[config.mk]
export PLATFORM = sky130hd
export DESIGN_NAME = booth4_seq_mult
export DESIGN_NICKNAME = d
export VERILOG_FILES = /design/src/rtl/booth4_pkg.sv /design/src/rtl/booth4_seq_mult_recode.sv /design/src/rtl/booth4_seq_mult.sv
export SDC_FILE = /design/constraint.sdc
export NUM_CORES = 1
export LEC_CHECK = 0
export BUFFER_PORTS_ARGS = -buffer_cell sky130_fd_sc_hd__buf_2
export CORE_MARGIN = 2
export CORE_UTILIZATION = 50
export CTS_CLUSTER_SIZE = 30
export DETAILED_ROUTE_END_ITERATION = 10
export GPL_ROUTABILITY_DRIVEN = 0
export PLACE_DENSITY = 0.71
export SLEW_MARGIN = 10
export SYNTH_ARGS = -nofsm -noshare
export SYNTH_HDL_FRONTEND = slang
export SYNTH_SLANG_ARGS = --single-unit
[constraint.sdc]
create_clock -name clk -period 3.9 [get_ports clk]
set_input_delay 0.39 -clock clk [delete_from_list [all_inputs] [get_ports clk]]
set_output_delay 0.39 -clock clk [all_outputs]
set_load 0.005 [all_outputs]
[src/rtl/booth4_pkg.sv]
// -----------------------------------------------------------------------------
// booth4_pkg
// Shared definitions for the radix-4 Booth sequential multiplier:
//   - state_t    : controller states (IDLE, RUN)
//   - INV/SEL2/SEL1 : bit positions inside a 3-bit recode digit {inv, sel2, sel1}
// -----------------------------------------------------------------------------
package booth4_pkg;

    typedef enum logic {
        IDLE = 1'b0,
        RUN  = 1'b1
    } state_t;

    // Recode digit field indices
    localparam int INV  = 2;
    localparam int SEL2 = 1;
    localparam int SEL1 = 0;

    localparam int DIGIT_W = 3;

endpackage : booth4_pkg

[src/rtl/booth4_seq_mult_recode.sv]
// -----------------------------------------------------------------------------
// booth4_seq_mult_recode
// Combinational radix-4 Booth recoder. Maps a 3-bit multiplier window
// {b[2i+1], b[2i], b[2i-1]} onto a digit {inv, sel2, sel1}:
//   000/111 -> 000 (0)      001/010 -> 001 (+A)     011 -> 010 (+2A)
//   100     -> 110 (-2A)    101/110 -> 101 (-A)
// Ports:
//   bits_i  [2:0]  multiplier window, LSB is the previously consumed bit
//   digit_o [2:0]  recode digit, fields indexed by INV/SEL2/SEL1
// -----------------------------------------------------------------------------
module booth4_seq_mult_recode
    import booth4_pkg::*;
(
    input  logic [2:0]         bits_i,
    output logic [DIGIT_W-1:0] digit_o
);

    always_comb begin
        digit_o = '0;
        unique case (bits_i)
            3'b000, 3'b111: digit_o = 3'b000;
            3'b001, 3'b010: digit_o = 3'b001;
            3'b011:         digit_o = 3'b010;
            3'b100:         digit_o = 3'b110;
            3'b101, 3'b110: digit_o = 3'b101;
            default:        digit_o = 3'b000;
        endcase
    end

endmodule : booth4_seq_mult_recode

[src/rtl/booth4_seq_mult.sv]
// -----------------------------------------------------------------------------
// booth4_seq_mult
// Sequential radix-4 Booth multiplier. Accepts an N x N operand pair on a
// start pulse (sampled only in IDLE), retires one recode digit per clock and
// returns the 2N-bit product with a one-cycle done pulse.
//
// Optional feature macro: BOOTH4_UNSIGNED_EN
//   defined   : adds port tc (1 = signed, 0 = unsigned, N/2+1 iterations)
//   undefined : always signed, N/2 iterations
//
// Ports:
//   clk    in   rising-edge clock
//   rst_n  in   asynchronous active-low reset
//   start  in   operation request (ignored while busy)
//   tc     in   two's-complement select (only with BOOTH4_UNSIGNED_EN)
//   a      in   [N-1:0]  multiplicand
//   b      in   [N-1:0]  multiplier
//   busy   out  high while an operation is in progress
//   done   out  one-cycle pulse, p valid
//   p      out  [2N-1:0] product, held until the next completion
// -----------------------------------------------------------------------------
module booth4_seq_mult
    import booth4_pkg::*;
#(
    parameter int N = 8
) (
    input  logic           clk,
    input  logic           rst_n,
    input  logic           start,
`ifdef BOOTH4_UNSIGNED_EN
    input  logic           tc,
`endif
    input  logic [N-1:0]   a,
    input  logic [N-1:0]   b,
    output logic           busy,
    output logic           done,
    output logic [2*N-1:0] p
);

    localparam int AW = N + 2;              // multiplicand, room for 2A
    localparam int PW = 2 * N;              // accumulator / product
    localparam int MW = N + 3;              // multiplier reg {ext, ext, b, 0}
    localparam int CW = $clog2(N / 2 + 1);  // counter holds up to N/2

    state_t         state_q, state_d;
    logic [AW-1:0]  a_q, a_d;
    logic [MW-1:0]  m_q, m_d;
    logic [PW-1:0]  acc_q, acc_d;
    logic [CW-1:0]  cnt_q, cnt_d;
    logic [CW-1:0]  last_q, last_d;
    logic [PW-1:0]  p_q, p_d;
    logic           done_q, done_d;

    logic           signed_op;
    logic [DIGIT_W-1:0] digit;
    logic [AW-1:0]  pp_mag;
    logic [AW-1:0]  pp;
    logic [PW-1:0]  pp_ext;
    logic [PW-1:0]  pp_shift;
    logic [PW-1:0]  sum;

`ifdef BOOTH4_UNSIGNED_EN
    assign signed_op = tc;
`else
    assign signed_op = 1'b1;
`endif

    booth4_seq_mult_recode u_recode (
        .bits_i  (m_q[2:0]),
        .digit_o (digit)
    );

    // Partial product: select magnitude, then negate only a non-zero
    // selection so that a zero digit always contributes exactly 0.
    always_comb begin
        pp_mag = '0;
        if (digit[SEL1]) begin
            pp_mag = a_q;
        end else if (digit[SEL2]) begin
            pp_mag = {a_q[AW-2:0], 1'b0};
        end
        pp = pp_mag;
        if (digit[INV] && (digit[SEL1] || digit[SEL2])) begin
            pp = ~pp_mag + {{(AW-1){1'b0}}, 1'b1};
        end
    end

    assign pp_ext   = {{(PW-AW){pp[AW-1]}}, pp};
    assign pp_shift = pp_ext << {cnt_q, 1'b0};
    assign sum      = acc_q + pp_shift;

    always_comb begin
        state_d = state_q;
        a_d     = a_q;
        m_d     = m_q;
        acc_d   = acc_q;
        cnt_d   = cnt_q;
        last_d  = last_q;
        p_d     = p_q;
        done_d  = 1'b0;

        unique case (state_q)
            IDLE: begin
                if (start) begin
                    if (signed_op) begin
                        a_d    = {{2{a[N-1]}}, a};
                        // Sign-extended copies of b keep the two unused top
                        // bits harmless; signed mode never reads them.
                        m_d    = {{2{b[N-1]}}, b, 1'b0};
                        last_d = CW'(N / 2 - 1);
                    end else begin
                        a_d    = {2'b00, a};
                        // The extra digit over {0, 0, b[N-1]} corrects for b's
                        // top bit being treated as a sign bit.
                        m_d    = {2'b00, b, 1'b0};
                        last_d = CW'(N / 2);
                    end
                    acc_d   = '0;
                    cnt_d   = '0;
                    state_d = RUN;
                end
            end
            RUN: begin
                acc_d = sum;
                m_d   = m_q >> 2;
                if (cnt_q == last_q) begin
                    p_d     = sum;
                    done_d  = 1'b1;
                    state_d = IDLE;
                end else begin
                    cnt_d = cnt_q + {{(CW-1){1'b0}}, 1'b1};
                end
            end
            default: state_d = IDLE;
        endcase
    end

    always_ff @(posedge clk or negedge rst_n) begin
        if (!rst_n) begin
            state_q <= IDLE;
            a_q     <= '0;
            m_q     <= '0;
            acc_q   <= '0;
            cnt_q   <= '0;
            last_q  <= '0;
            p_q     <= '0;
            done_q  <= 1'b0;
        end else begin
            state_q <= state_d;
            a_q     <= a_d;
            m_q     <= m_d;
            acc_q   <= acc_d;
            cnt_q   <= cnt_d;
            last_q  <= last_d;
            p_q     <= p_d;
            done_q  <= done_d;
        end
    end

    assign busy = (state_q == RUN);
    assign done = done_q;
    assign p    = p_q;

endmodule : booth4_seq_mult

==> impl_metrics.env <==
export IMPL_status="finished with violations"
export IMPL_violations="negative setup slack"
export IMPL_synth_simple_area_share_pct=14.6
export IMPL_row_count=31
export IMPL_wire_per_inst_um=17.1
export IMPL_die_area_um2=8170
export IMPL_grtUsageMet2_pct=41.4
export IMPL_use_met3_pct=3.92
export IMPL_synth_xor_area_share_pct=4.46
export IMPL_synthMuxAreaShare_pct=9.29
export IMPL_die_h_um=90.4
export IMPL_grt_pass1_vias=3493
export IMPL_async_flop_share_pct=100
export IMPL_clkTransAtPathRegs_ps=110
export IMPL_skew_ps=10.3
export IMPL_hold_class="input pin to async pin"
export IMPL_syn_area_um2=3730
export IMPL_cp_end_kind="flip-flop"
export IMPL_route_detailed_drc=0
export IMPL_slew_headroom_pct=39.7
export IMPL_busiest_layer="met2"
export IMPL_crit_chain="buf_6, inv_4, ha_4, buf_6, o31ai_4, inv_2, ha_4, a41oi_2, xor2_1, nand3_1, buf_4, buf_4, nand2_1, a21oi_1, o21ai_2, ha_1, or2_2, a21oi_1, a31oi_1, xor2_1, mux2_4"
export IMPL_netlist_top_cells_area="dfrtp_1 38%, ha_1 6.7%, mux2_2 6.3%"
export IMPL_die_width_um=90.4
export IMPL_r2r_end="p[14]"
export IMPL_initial_utilization_pct=51.4
export IMPL_slowest_delay_ps=400
export IMPL_synthAdderAreaFrac_pct=7.25
export IMPL_timing_fmax_ghz=0.239
export IMPL_r2r_start="m_q[0]"
export IMPL_synth_ff_type="dfrtp_1"
export IMPL_place_worst_setup_slack_ps=-270
export IMPL_synthDistinctLibCells=61
export IMPL_grt_overflow_total=0
export IMPL_ff2ff_setup_slack_ps=-280
export IMPL_drive_above_1_share_pct=44.5
export IMPL_port_buffers=36
export IMPL_ys_warn_count=0
export IMPL_crit_required_ps=4110
export IMPL_cp_start_kind="flip-flop"
export IMPL_syn_area_per_cell_um2=9.35
export IMPL_synthTopCellsByCount="56 x dfrtp_1, 43 x nand2_1, 28 x nor2_1"
export IMPL_via_per_inst=5.94
export IMPL_dr_first_iter_drc_count=328
export IMPL_layout_nets=545
export IMPL_rsz0062_at_grt="true"
export IMPL_clock_latency_ps=310
export IMPL_grt_use_total_pct=24.2
export IMPL_worstPathMaxFanout=6
export IMPL_syn_to_final_growth_pct=37.5
export IMPL_cts_buffers_inserted=5
export IMPL_synth_compound_area_share_pct=23.0
export IMPL_cts_sinks=56
export IMPL_ctsHoldBuffers=0
export IMPL_hold_violations=0
export IMPL_clock_path_buffers=2
export IMPL_yosysMostFrequentCell="dfrtp_1"
export IMPL_yosys_area_top_type_share_pct=37.6
export IMPL_reg2regPathDepth=21
export IMPL_syn_inst=399
export IMPL_setup_ws_ps=-276
export IMPL_ctsHtreeMaxLevel=2
export IMPL_synth_top_family_by_area="compound AO/OA/AOI/OAI gates"
export IMPL_grt_pass1_wl_um=16300
export IMPL_antenna_cells=0
export IMPL_min_period_ps=4180
export IMPL_num_vias=3592
export IMPL_setup_viol=16
export IMPL_min_period_over_period_pct=107
export IMPL_postRouteAntennaNets=0
export IMPL_grt_max_degree=57
export IMPL_tritoncts="done"
export IMPL_synth_edff_count=0
export IMPL_ys_ff_latch=56
export IMPL_cts_root_buffer="clkbuf_8"
export IMPL_critPathKind="flip-flop to flip-flop"
export IMPL_seq_area_frac_synth_pct=37.6
export IMPL_maxCapViolCount=0
export IMPL_crit_slowest_cell="dfrtp_1"
export IMPL_use_met1_pct=31.2
export IMPL_wl_um=10300
export IMPL_drv_slew=0
export IMPL_yosysTopAreaCell="dfrtp_1"
export IMPL_dpl_hpwl_um=6400
export IMPL_critPathArrivalTime_ps=4380
export IMPL_dr_pass1_iters=5
export IMPL_antenna_found_initial=0
export IMPL_io_pins=37
export IMPL_core_area_um2=7250
export IMPL_tightest_slew_ps=901
export IMPL_syn_nets=439
## kinds of logic after synthesis
kind of cell | Yosys count
flip-flops | 56
adder cells (fa/ha/maj) | 21
multiplexers | 32
AO/OA/AOI/OAI | 122
buffers and inverters | 32
XOR/XNOR | 19
AND/OR/NAND/NOR | 117
## metal layers
metal	up-vias	wire length (um)
li1	1667	-
met1	1744	4430
met2	145	5060
met3	36	545
met4	0	304
met5	-	0
## state kept, by name (all words and copies together) (netlist names)
| name | count |
|---|---|
| busy | 1 |
| a_q | 8 |
| cnt_q | 3 |
| acc_q | 16 |
| p | 16 |
| done | 1 |
| last_q | 1 |
| m_q | 10 |
## placed cells by master, fill, tap and decap left out, types with 4 or more instances in the layout
cell       n
buf_4     76
dfrtp_1   56
nand2_1   37
buf_2     36
nor2_1    26
mux2_2    18
a22o_1    17
a21oi_1   17
ha_1      14
a21oi_2   11
xnor2_1   11
inv_1     10
o21ai_0   10
mux2i_1    8
nand3_1    7
xor2_1     6
a21o_1     6
o21ai_2    6
o22ai_1    5
o21ai_1    5
nor3_1     5
clkbuf_8   5
buf_6      5
ha_4       4
## worst max-delay path, delay by kind of cell, from the launching register on
kind,cells,cell delay [ps]
AOI/OAI and AO/OA,6,960
adders and majority gates,3,700
xor gates and xnor gates,2,470
muxes,1,270
DFF,1,400
and+or+nand+nor,3,580
buffers and inverters,6,690
## final cells by class
| cell class | instances | area [um^2] |
|---|---|---|
| multi-input combinational | 311 | 2650 |
| fill | 509 | 2120 |
| sequential | 56 | 1400 |
| timing repair buffer | 117 | 807 |
| tap | 99 | 124 |
| clock buffer | 6 | 72.6 |
| inverter | 14 | 55.1 |
| clock inverter | 2 | 16.3 |
## per-stage QoR
| step | setup TNS, ps | hold slack [ps] | std cells | utilization (%) | area (um^2) |
|---|---|---|---|---|---|
| finish | -2350 | 206 | 605 | 70.7 | 5130 |
| detailed placement | -1340 | 458 | 573 | 60.6 | 4400 |
| CTS | -44.0 | 236 | 593 | 65.9 | 4780 |
| global placement | -160 | 453 | 573 | 60.6 | 4400 |
| global route | -5350 | 273 | 605 | 70.7 | 5130 |
| floorplan | 0 | 94.4 | 399 | - | 3760 |
## worst max-delay path by stage
| stage | startpoint | endpoint | slack (ps) | depth (start not counted) |
|---|---|---|---|---|
| floorplan | m_q[0] | p[13] | 20 | 19 |
| global placement | m_q[0] | p[13] | -70 | 20 |
| detailed placement | m_q[0] | p[13] | -270 | 20 |
| CTS | m_q[0] | p[13] | -40 | 20 |
| global route | m_q[0] | p[12] | -460 | 22 |
| finish | m_q[0] | p[14] | -280 | 21 |
## timing repair
| action | 4_1_cts | 5_1_grt |
|---|---|---|
| resized for setup | 47 | 58 |
| pin swaps | 22 | 45 |
| setup buffers | 13 | 14 |
| setup endpoints to repair | 13 | 17 |
| cloned | 0 | 0 |
Power is left out: the tool's default activity adds up to more than one toggle a clock period on the data nets, which glitch-free logic cannot reach.
